`config.mk`:
```
export PLATFORM = sky130hd
export DESIGN_NAME = mem_arbiter
export DESIGN_NICKNAME = d
export VERILOG_FILES = /design/src/rtl/mem_arbiter.sv
export SDC_FILE = /design/constraint.sdc
export NUM_CORES = 1
export LEC_CHECK = 0
export CAP_MARGIN = 10
export CORE_MARGIN = 3
export CORE_UTILIZATION = 48
export DETAILED_ROUTE_END_ITERATION = 8
export GPL_TIMING_DRIVEN = 0
export PLACE_DENSITY = 0.95
export REMOVE_ABC_BUFFERS = 1
export SLEW_MARGIN = 5
export SYNTH_ARGS = -nofsm -noshare
export SYNTH_HDL_FRONTEND = slang
export SYNTH_SLANG_ARGS = --single-unit
```
`constraint.sdc`:
```
create_clock -name clk -period 3.3 [get_ports clk]
set_input_delay 0.66 -clock clk [delete_from_list [all_inputs] [get_ports clk]]
set_output_delay 0.66 -clock clk [all_outputs]
set_load 0.02 [all_outputs]
```
`src/rtl/mem_arbiter.sv`:
```
`timescale 1ns/1ps
// -----------------------------------------------------------------------------
// mem_arbiter
//
// Two-port arbiter for a single shared memory. It serves one access at a time
// to either the fetch port (read only) or the data port (read or write). The
// data port normally has priority. A starvation counter guarantees that the
// fetch port is served after STARVE_MAX consecutive data grants. A per-access
// timeout drops accesses that the memory never acknowledges. A sticky error
// flag records protocol problems.
//
// Parameters
//   TIMEOUT     cycles in BUSY without mem_ack before the access is dropped
//   STARVE_MAX  consecutive data grants tolerated while a fetch waits
//
// Ports
//   clk, rst            clock, synchronous active-high reset
//   if_req / if_addr    fetch request (held until if_done) and its address
//   if_rdata / if_done  fetch read data and one-cycle completion pulse
//   dm_req / dm_wr      data request (held until dm_done), 1 = write
//   dm_addr / dm_wdata  data address and write data
//   dm_rdata / dm_done  data read data and one-cycle completion pulse
//   mem_en / mem_wr     one-cycle access strobe and its write qualifier
//   mem_addr/mem_wdata  address and write data, stable for the whole access
//   mem_rdata/mem_ack   memory read data and completion strobe
//   if_stall/dm_stall   port request pending and not yet done
//   err                 sticky error flag, cleared only by rst
// -----------------------------------------------------------------------------
module mem_arbiter #(
  parameter int TIMEOUT    = 15,
  parameter int STARVE_MAX = 3
) (
  input  logic        clk,
  input  logic        rst,
  input  logic        if_req,
  input  logic [15:0] if_addr,
  output logic [15:0] if_rdata,
  output logic        if_done,
  input  logic        dm_req,
  input  logic        dm_wr,
  input  logic [15:0] dm_addr,
  input  logic [15:0] dm_wdata,
  output logic [15:0] dm_rdata,
  output logic        dm_done,
  output logic        mem_en,
  output logic        mem_wr,
  output logic [15:0] mem_addr,
  output logic [15:0] mem_wdata,
  input  logic [15:0] mem_rdata,
  input  logic        mem_ack,
  output logic        if_stall,
  output logic        dm_stall,
  output logic        err
);

  localparam int TW = (TIMEOUT > 1) ? $clog2(TIMEOUT + 1) : 1;
  localparam int SW = (STARVE_MAX > 1) ? $clog2(STARVE_MAX + 1) : 1;
  localparam logic [TW-1:0] TMO_LAST   = TW'(TIMEOUT - 1);
  localparam logic [SW-1:0] STARVE_LIM = SW'(STARVE_MAX);

  typedef enum logic [1:0] {
    IDLE    = 2'd0,
    BUSY_IF = 2'd1,
    BUSY_DM = 2'd2
  } state_t;

  state_t        state_q;
  logic          mem_en_q;
  logic          mem_wr_q;
  logic [15:0]   mem_addr_q;
  logic [15:0]   mem_wdata_q;
  logic [15:0]   if_rdata_q;
  logic [15:0]   dm_rdata_q;
  logic          if_done_q;
  logic          dm_done_q;
  logic          err_q;
  logic [SW-1:0] starve_q;
  logic [TW-1:0] tmo_q;
  // Shift register that masks mem_ack for the cycles right after reset, so a
  // late acknowledge of an access aborted by rst is not treated as an error.
  logic [1:0]    rst_hold_q;
  // Previous-cycle view of the data port, used to detect a waiting request
  // whose address or direction changes before it is granted.
  logic          dm_wait_q;
  logic          dm_wr_prev_q;
  logic [15:0]   dm_addr_prev_q;

  logic          err_d;
  logic [SW-1:0] starve_d;
  logic          busy;
  logic          if_ok;
  logic          dm_ok;
  logic          grant_if;
  logic          grant_dm;
  logic          ack_ok;
  logic          tmo_hit;
  logic          dm_changed;

  always_comb begin
    busy     = (state_q != IDLE);
    // A port whose done pulse is showing right now is not grantable, so a
    // request still held during its own done cycle is not served twice.
    if_ok    = if_req & ~if_done_q;
    dm_ok    = dm_req & ~dm_done_q;
    grant_if = 1'b0;
    grant_dm = 1'b0;
    if (state_q == IDLE) begin
      if (if_ok && ((starve_q == STARVE_LIM) || !dm_ok)) begin
        grant_if = 1'b1;
      end else if (dm_ok) begin
        grant_dm = 1'b1;
      end
    end

    // The acknowledge is only meaningful once the strobe cycle has passed.
    ack_ok     = busy & mem_ack & ~mem_en_q;
    tmo_hit    = busy & ~ack_ok & (tmo_q == TMO_LAST);
    dm_changed = dm_wait_q & dm_req &
                 ((dm_addr != dm_addr_prev_q) | (dm_wr != dm_wr_prev_q));

    err_d = err_q | tmo_hit | dm_changed | (mem_ack & mem_en_q) |
            (mem_ack & (state_q == IDLE) & ~(|rst_hold_q));

    starve_d = starve_q;
    if (grant_if) begin
      starve_d = '0;
    end else if (grant_dm && if_req && (starve_q != STARVE_LIM)) begin
      starve_d = starve_q + SW'(1);
    end
  end

  always_ff @(posedge clk) begin
    if (rst) begin
      state_q        <= IDLE;
      mem_en_q       <= 1'b0;
      mem_wr_q       <= 1'b0;
      mem_addr_q     <= '0;
      mem_wdata_q    <= '0;
      if_rdata_q     <= '0;
      dm_rdata_q     <= '0;
      if_done_q      <= 1'b0;
      dm_done_q      <= 1'b0;
      err_q          <= 1'b0;
      starve_q       <= '0;
      tmo_q          <= '0;
      rst_hold_q     <= 2'b11;
      dm_wait_q      <= 1'b0;
      dm_wr_prev_q   <= 1'b0;
      dm_addr_prev_q <= '0;
    end else begin
      // Strobes and done pulses are single-cycle by default.
      mem_en_q       <= 1'b0;
      if_done_q      <= 1'b0;
      dm_done_q      <= 1'b0;
      err_q          <= err_d;
      starve_q       <= starve_d;
      rst_hold_q     <= {rst_hold_q[0], 1'b0};
      dm_wr_prev_q   <= dm_wr;
      dm_addr_prev_q <= dm_addr;
      // Waiting means requested, not completing, and not being served.
      dm_wait_q      <= dm_ok & ~grant_dm & (state_q != BUSY_DM);

      case (state_q)
        IDLE: begin
          if (grant_if) begin
            state_q     <= BUSY_IF;
            mem_en_q    <= 1'b1;
            mem_wr_q    <= 1'b0;
            mem_addr_q  <= if_addr;
            mem_wdata_q <= '0;
            tmo_q       <= '0;
          end else if (grant_dm) begin
            state_q     <= BUSY_DM;
            mem_en_q    <= 1'b1;
            mem_wr_q    <= dm_wr;
            mem_addr_q  <= dm_addr;
            mem_wdata_q <= dm_wdata;
            tmo_q       <= '0;
          end
        end

        BUSY_IF, BUSY_DM: begin
          if (ack_ok) begin
            state_q  <= IDLE;
            mem_wr_q <= 1'b0;
            if (state_q == BUSY_IF) begin
              if_rdata_q <= mem_rdata;
              if_done_q  <= 1'b1;
            end else begin
              // Writes complete without disturbing the last read data.
              if (!mem_wr_q) begin
                dm_rdata_q <= mem_rdata;
              end
              dm_done_q <= 1'b1;
            end
          end else if (tmo_hit) begin
            // Abandon the access silently; err_d already records it.
            state_q  <= IDLE;
            mem_wr_q <= 1'b0;
          end else begin
            tmo_q <= tmo_q + TW'(1);
          end
        end

        default: begin
          state_q <= IDLE;
        end
      endcase
    end
  end

  assign mem_en    = mem_en_q;
  assign mem_wr    = mem_wr_q;
  assign mem_addr  = mem_addr_q;
  assign mem_wdata = mem_wdata_q;
  assign if_rdata  = if_rdata_q;
  assign dm_rdata  = dm_rdata_q;
  assign if_done   = if_done_q;
  assign dm_done   = dm_done_q;
  assign err       = err_q;
  assign if_stall  = if_req & ~if_done_q;
  assign dm_stall  = dm_req & ~dm_done_q;

endmodule

```
# [Yosys cells after proc, flatten, opt, wreduce, memory -nomap -nowiden]
# Index checks and enable logic that the tools add are counted.
[totals] out_inout_bits=71 mem_bits_ro=0 inputBits=70 latchBits=0 ramBits=0 wordCells=108 ff_bits=97 memories=0
[classes] shifts=0 bitwise=28 n_reduce_logical=20 eq_ne=12 muxes=29 add_sub_neg=2 multipliers=0 div_mod_pow=0 n_lt_le_gt_ge=0
[ops] operator="$mux W16" n=4
[ops] operator="$mux W4" n=4
[ops] operator="$ne A16 B16 Y1" n=1
[ops] operator="$mux W1" n=14
[ops] operator="$and A1 B1 Y1" n=13
[ops] operator="$not A1 Y1" n=10
[ops] operator="$mux W2" n=4
[ops] operator="$ne A2 B2 Y1 const B" n=4
[ops] operator="$pmux W4 S2" n=1
[ops] operator="$reduce_and A4 Y1" n=2
[ops] operator="$reduce_or A2 Y1" n=4
[ops] operator="$ne A3 B3 Y1 const B" n=2
[ops] operator="$reduce_and A3 Y1" n=2
[ops] operator="$reduce_bool A2 Y1" n=3
[ops] operator="$or A1 B1 Y1" n=5
[ops] operator="$add A4 B1 Y4 const B" n=1
[ops] operator="$eq A2 B2 Y1 const B" n=2
[ops] operator="$eq A4 B4 Y1 const B" n=1
[ops] operator="$pmux W2 S2" n=1
[ops] operator="$reduce_and A2 Y1" n=2
[ops] operator="$logic_and A1 B1 Y1" n=3
[ops] operator="$reduce_or A3 Y1" n=1
[ops] operator="$add A2 B1 Y2 const B" n=1
[ops] operator="$eq A2 B1 Y1 const B" n=1
[ops] operator="other kinds (5)" n=5

# [Longest topological paths before layout]
# Gate-level depths: netlist of the first run.
[depth] word_depth=10 ltp_mapped=8 mapped_depth_nobuf=6

# [Worst setup path after synthesis of the first run]
# OpenSTA, ideal clock, no wires.
[synth_timing] path_type="register -> register" startpoint="reg state_q[0]" endpoint="reg dm_rdata_q[10] (netlist: dm_rdata[10])" path_buffers=2 path_stages_with_launch=9 arrival_ns=1.640 synth_period_minus_slack_ns=1.768 t_required_ns=3.172 path_slack_ns=1.532 setup_ns=0.128 path_cell_list="dfxtp_1 > inv_1 > ha_1 > nand4bb_1 > or3_1 > buf_2 > buf_6 > mux2i_1 > nor2_1"
[synth_between] elab_chain_len=4 elab_cells_between_ends=8 cone_classes="eq/ne (2); bitwise (3); reduce/logical (3)"
[synth_rtl] element="from (decl)" line_no="67" source="state_t state_q;"
[synth_rtl] element="from (signal assigned)" line_no="134" source="state_q <= IDLE;"
[synth_rtl] element="from (signal assigned)" line_no="166" source="state_q <= BUSY_IF;"
[synth_rtl] element="from (signal assigned)" line_no="173" source="state_q <= BUSY_DM;"
[synth_rtl] element="$reduce_bool A2 Y1" line_no="100" source="busy = (state_q != IDLE);"
[synth_rtl] element="$and A1 B1 Y1 (2 in series)" line_no="116" source="ack_ok = busy & mem_ack & ~mem_en_q;"
[synth_rtl] element="$reduce_and A4 Y1 (no line) *"
[synth_rtl] element="to (signal assigned)" line_no="192" source="dm_rdata_q <= mem_rdata;"
[synth_rtl] element="to (decl)" line_no="73" source="logic [15:0] dm_rdata_q;"
# Every way passes the cells marked *; elsewhere a longest branch is shown, timed or not.
# A chain may end at the register's enable or synchronous reset.

# [Worst setup path after layout of the first run]
[layout_timing] startpoint="in if_req" endpoint="out if_stall"
[layout_between] elab_chain_len=1
[layout_rtl] element="from (decl)" line_no="35" source="input logic if_req,"
[layout_rtl] element="$and A1 B1 Y1" line_no="221" source="assign if_stall = if_req & ~if_done_q;"
[layout_rtl] element="to (decl)" line_no="51" source="output logic if_stall,"
# No other way between the ends.

==> results.yml, run 1 <==
finish:
  syn2layout_area_growth_pct: 42.3
  drive_gt1_share_pct: 4.71
  nets: 602
  finish.utilization_pct: 71.0
  final_cell_area_um2: 5510
  diodes: 0
drt:
  ant_nets: 0
  dr.first_iter.drc_count: 202
  wirelength_mm: 10.2
  drt_pass1_iterations: 5
  wl_per_cell_um: 16.1
  drc: 0
  viasPerCell: 5.29
  dr_total_vias: 3346
die:
  die_area_um2: 9180
  core_um2: 7770
  die_x_um: 95.8
  io_pins: 141
  rows: 32
  start_util_pct: 49.9
  fp.dieH_um: 95.8
sta:
  worst_pin_slew_ps: 973
  relSlewSlack_pct: 35.1
  max_freq_ghz: 0.353
  report.final.hold_viol_count: 0
  setup_viol: 0
  hold_ws_ps: 447
  setup_tns_ps: 0
  finalCritPeriodShare_pct: 85.8
  rsz0062_at_grt: "no"
  fin_skew_ps: 14.3
  slew_viol_final: 0
  fin_crit_ps: 2830
  setup_slack_ps: 468
synthesis:
  yosys_warnings: 0
  synth_edf_count: 0
  yosysUniqueCellTypes: 47
  yosysSeqAreaShare_pct: 50.1
  synth_area_per_cell_um2: 9.71
  synth_commonest_cells: "97 x dfxtp_1, 55 x nor2_1, 35 x mux2i_1, 35 x nand2_1, 19 x a21oi_1"
  netlist_area_um2: 3870
  synth_top_area_share_pct: 50.1
  synthTopCellsByArea: "dfxtp_1 50%, mux2i_1 9.0%, nor2_1 5.3%, xor2_1 3.8%, nand2_1 3.4%"
  syn-instance-count: 399
  synthArstFlopShare_pct: 0
  synth_ff_type: "dfxtp_1"
  synth.most_common_cell: "dfxtp_1"
  synth_top_area_cell: "dfxtp_1"
  yosys_register_bits: 97
clock_tree:
  cts_buffers: 9
  cts_hold_buf: 0
  post_cts_buffers: 0
  htree_levels: 3
  clk_latency_ps: 350
  clockBufferDepth: 2
  cts_root_buf: "clkbuf_8"
  clkTransAtPathRegs_ps: 80
  cts_tree: "done"
  cts_resized: 0
  numClockSinks: 97
critical_path:
  cp.arrival_ps: 2170
  cp.required_ps: 2640
  path_class: "in -> out"
  crit_fanout: 7
  critPathCaptureType: "output pin"
  critPathLaunchType: "primary input"
flow_run:
  cap_violations: 0
global_route:
  grt_max_degree: 74
  grt_overflow: 0
  antenna_found_initial: 0
  grt_pass1_vias: 3404
  grt_pass1_wl_mm: 15.9
  grt_usage_pct: 21.6
placed_design:
  pre_cts_slack_ps: 169
  port_buffers: 140
  hpwl_mm: 7.20
  globalplace.congestion: 0.782
  place_area_um2: 5270
power_and_ir_drop:
  vdd_ir_drop_max_uv: 254
  p_leak_nw: 2.18
  powerDensity_nw_per_um2: 498
run_status:
  status: "complete, no violations"
hold_path:
  hp-class: "reg -> reg"
-- final timing paths --
check	cells after the start	slack, ps	from	endpoint
worst min register to register	1	450	rst_hold_q[0]	rst_hold_q[1]
worst max-delay path	3	470	if_req	if_stall
worst max register to register	6	950	state_q[0]	dm_rdata[12]
worst min-delay path	1	450	rst_hold_q[0]	rst_hold_q[1]
-- cells in the final DEF (no fill, tap or decap), types with 3 or more instances in the layout --
cell and n:
a211oi_1 17, a21oi_1 19, a22oi_1 16, clkbuf_8 9, clkdlybuf4s50_1 139, dfxtp_1 97
ha_1 6, inv_1 5, mux2i_1 35, nand2_1 35, nand2b_1 3, nand3b_1 3
nor2_1 55, nor2b_1 18, nor3_1 8, nor4_1 3, o21a_1 3, xor2_1 17
-- flip-flops by register name, indices dropped and copies added (netlist names), 2 cells and up --
name / count
dm_addr_prev_q: 16
dm_rdata: 16
if_rdata: 16
mem_addr: 16
mem_wdata: 16
rst_hold_q: 2
starve_q: 2
state_q: 2
tmo_q: 4
-- area by class of cell --
class,count,area (µm²)
inverter,7,26.3
timing repair buffer,142,1450
multi-input combinational,269,1740
tap,102,128
clock inverter,6,91.3
fill,567,2250
clock buffer,10,128
sequential,97,1940
-- where the power goes --
group	leakage, nW	total, mW	internal [mW]	switching, mW
Sequential	0.795	1.29	1.25	0.0438
Clock	0.111	0.841	0.432	0.409
Combinational	1.28	0.614	0.298	0.316
Total	2.18	2.75	1.98	0.769
-- through the flow --
stage / total power [mW] / cells
5_1_grt: 2.87 / 633
2_1_floorplan: 1.62 / 373
3_3_place_gp: 1.89 / 615
6_report: 2.75 / 633
3_5_place_dp: 1.91 / 616
4_1_cts: 2.75 / 632
-- per-layer routing --
| metal | up-vias | GRT usage (%) | share of wire, % |
|---|---|---|---|
| li1 | 1629 | - | - |
| met1 | 1584 | 25.6 | 39 |
| met2 | 108 | 38.2 | 53 |
| met3 | 25 | 3.83 | 5.2 |
| met4 | 0 | 9.24 | 2.4 |
| met5 | - | 0 | 0 |
-- critical path: stages --
cell	delay, ps
clkdlybuf4s50_1	500
and2b_1	310
clkdlybuf4s50_1	690
-- cells by family (layout without fill, tap and decap cells) --
kind of cell / after synthesis / count (layout) / synth area share (%)
buffers and inverters: 33 / 165 / 4.84
and+or+nand+nor: 142 / 142 / 17.5
DFF: 97 / 97 / 50.1
xor gates and xnor gates: 18 / 18 / 4.07
muxes: 35 / 35 / 9.04
adders and majority gates: 6 / 6 / 1.94
AOI/OAI and AO/OA: 68 / 68 / 12.4
Note: power is estimated with default switching activity, not from simulation.
==> run 2: changes to the inputs <==
GPL_TIMING_DRIVEN = not set   (was 0)
SLEW_MARGIN = not set   (was 5)
==> run 2 against run 1 <==
Sequential power about the same. Register-to-register slack about the same. Cell count increased by 0.16%. Clock skew decreased by 2.7 ps. Fmax increased by 1.1%. Critical path depth unchanged. Sequential cell count unchanged. Combinational power decreased by 2%. Worst hold slack improved by 14 ps. Global-route usage increased by 0.38 points. Die area unchanged.
==> results.yml, run 2 (synthesis results as in run 1) <==
run_status:
  status: "complete, no violations"
critical_path:
  rrSetupSlack_ps: 950
  cp_slowest_cell: "clkdlybuf4s50_1"
  rr_worst_depth: 6
  critPathLaunchType: "primary input"
  rr_startpoint: "state_q[0]"
  critPathCaptureType: "output pin"
  crit_chain: "clkdlybuf4s50_1 > and2b_1 > clkdlybuf4s50_1"
  timing.rr.end: "dm_rdata[15]"
  crit_path_frequent_cell: "clkdlybuf4s50_1"
  cp.required_ps: 2640
  crit_fanout: 7
  cp.arrival_ps: 2140
  path_class: "in -> out"
  cpPeakStageDelay_ps: 690
clock_tree:
  clk_latency_ps: 360
  cts_root_buf: "clkbuf_8"
  cts_hold_buf: 0
  cts_buffers: 9
  htree_levels: 3
  cts_resized: 0
  numClockSinks: 97
  clkTransAtPathRegs_ps: 80
  post_cts_buffers: 0
  cts_tree: "done"
  clockBufferDepth: 2
power_and_ir_drop:
  p_switching_mw: 0.770
  p_leak_nw: 2.17
  swShare_pct: 28.2
  clockPowerShare_pct: 30.8
  internal_power_mw: 1.97
  combPwrFrac_pct: 22.0
  pwr-share-seq_pct: 47.2
  vdd_ir_drop_max_uv: 279
  powerDensity_nw_per_um2: 498
die:
  die_x_um: 95.8
  fp.dieH_um: 95.8
  rows: 32
  die_area_um2: 9180
  start_util_pct: 49.9
  io_pins: 141
  core_um2: 7770
sta:
  setup_viol: 0
  setup_tns_ps: 0
  rsz0062_at_grt: "no"
  max_freq_ghz: 0.357
  slew_viol_final: 0
  setup_slack_ps: 498
  relSlewSlack_pct: 34.4
  fin_skew_ps: 11.5
  report.final.hold_viol_count: 0
  fin_crit_ps: 2800
  finalCritPeriodShare_pct: 84.9
  worst_pin_slew_ps: 984
placed_design:
  hpwl_mm: 7.36
  globalplace.congestion: 0.867
  place_area_um2: 5270
  port_buffers: 140
  pre_cts_slack_ps: 509
finish:
  n_fill_cell: 561
  diodes: 0
  final_common_cell: "clkdlybuf4s50_1"
  nets: 603
  multi_input_comb_area_um2: 1740
  final_cell_area_um2: 5490
  syn2layout_area_growth_pct: 41.8
  final_cell_mix: "139 x clkdlybuf4s50_1, 97 x dfxtp_1, 55 x nor2_1, 35 x mux2i_1, 35 x nand2_1"
  drive_gt1_share_pct: 4.89
  seqCellArea_um2: 1940
drt:
  dr.first_iter.drc_count: 211
  dr_total_vias: 3277
  viasPerCell: 5.17
  drt_pass1_iterations: 4
  drc: 0
  ant_nets: 0
  wirelength_mm: 10.1
  wl_per_cell_um: 15.9
hold_path:
  min_from: "if_rdata[8]"
  hp-class: "reg -> reg"
  min_path_cells: 2
  hold_end: "if_rdata[8]"
global_route:
  grt_pass1_vias: 3252
  grt_max_degree: 55
  antenna_found_initial: 0
  grt_overflow: 0
  grt_pass1_wl_mm: 15.8
  grt_usage_pct: 22.0
flow_run:
  cap_violations: 0
run 2: metal layers:
metal	GRT usage, %	wire length [µm]
met2	38.1	5260
met4	9.48	235
met3	4.61	456
met5	0	0
met1	26.2	4100
run 2: worst max path at each step:
stage | end | from | depth (start not counted)
after detailed placement | if_stall | if_req | 3
after global routing | if_stall | if_req | 3
after CTS | if_stall | if_req | 3
final | if_stall | if_req | 3
after floorplan | tmo_q[3] | if_req | 4
after global placement | if_stall | if_req | 3
run 2: layout make-up:
type	instances	share of cell area (%)
Inverter	7	0.478
Clock buffer	10	2.32
Sequential cell	97	35.4
Multi-Input combinational cell	269	31.8
Clock inverter	6	1.69
Tap cell	102	2.32
Timing Repair Buffer	143	26.1
run 2: power groups by stage:
| stage | clock network, mW | logic, mW | registers, mW |
|---|---|---|---|
| after floorplan | 0 | 0.238 | 1.38 |
| after global placement | 0 | 0.578 | 1.31 |
| after detailed placement | 0 | 0.599 | 1.32 |
| after CTS | 0.859 | 0.605 | 1.29 |
| after global routing | 0.906 | 0.651 | 1.30 |
| final | 0.842 | 0.602 | 1.29 |
run 2: worst max-delay path: cells and delay by family:
family | cells | cell delay (ps)
buffers and inverters | 2 | 1180
and+or+nand+nor | 1 | 300
run 2: per-stage QoR:
| step | hold WS (ps) | std cells | util, % | total power [mW] |
|---|---|---|---|---|
| 4_1_cts | 463 | 634 | 70.7 | 2.76 |
| 5_1_grt | 492 | 634 | 70.7 | 2.86 |
| 3_3_place_gp | 422 | 618 | 67.9 | 1.89 |
| 3_5_place_dp | 449 | 618 | 67.9 | 1.92 |
| 2_1_floorplan | 418 | 373 | - | 1.62 |
| 6_report | 461 | 634 | 70.7 | 2.74 |
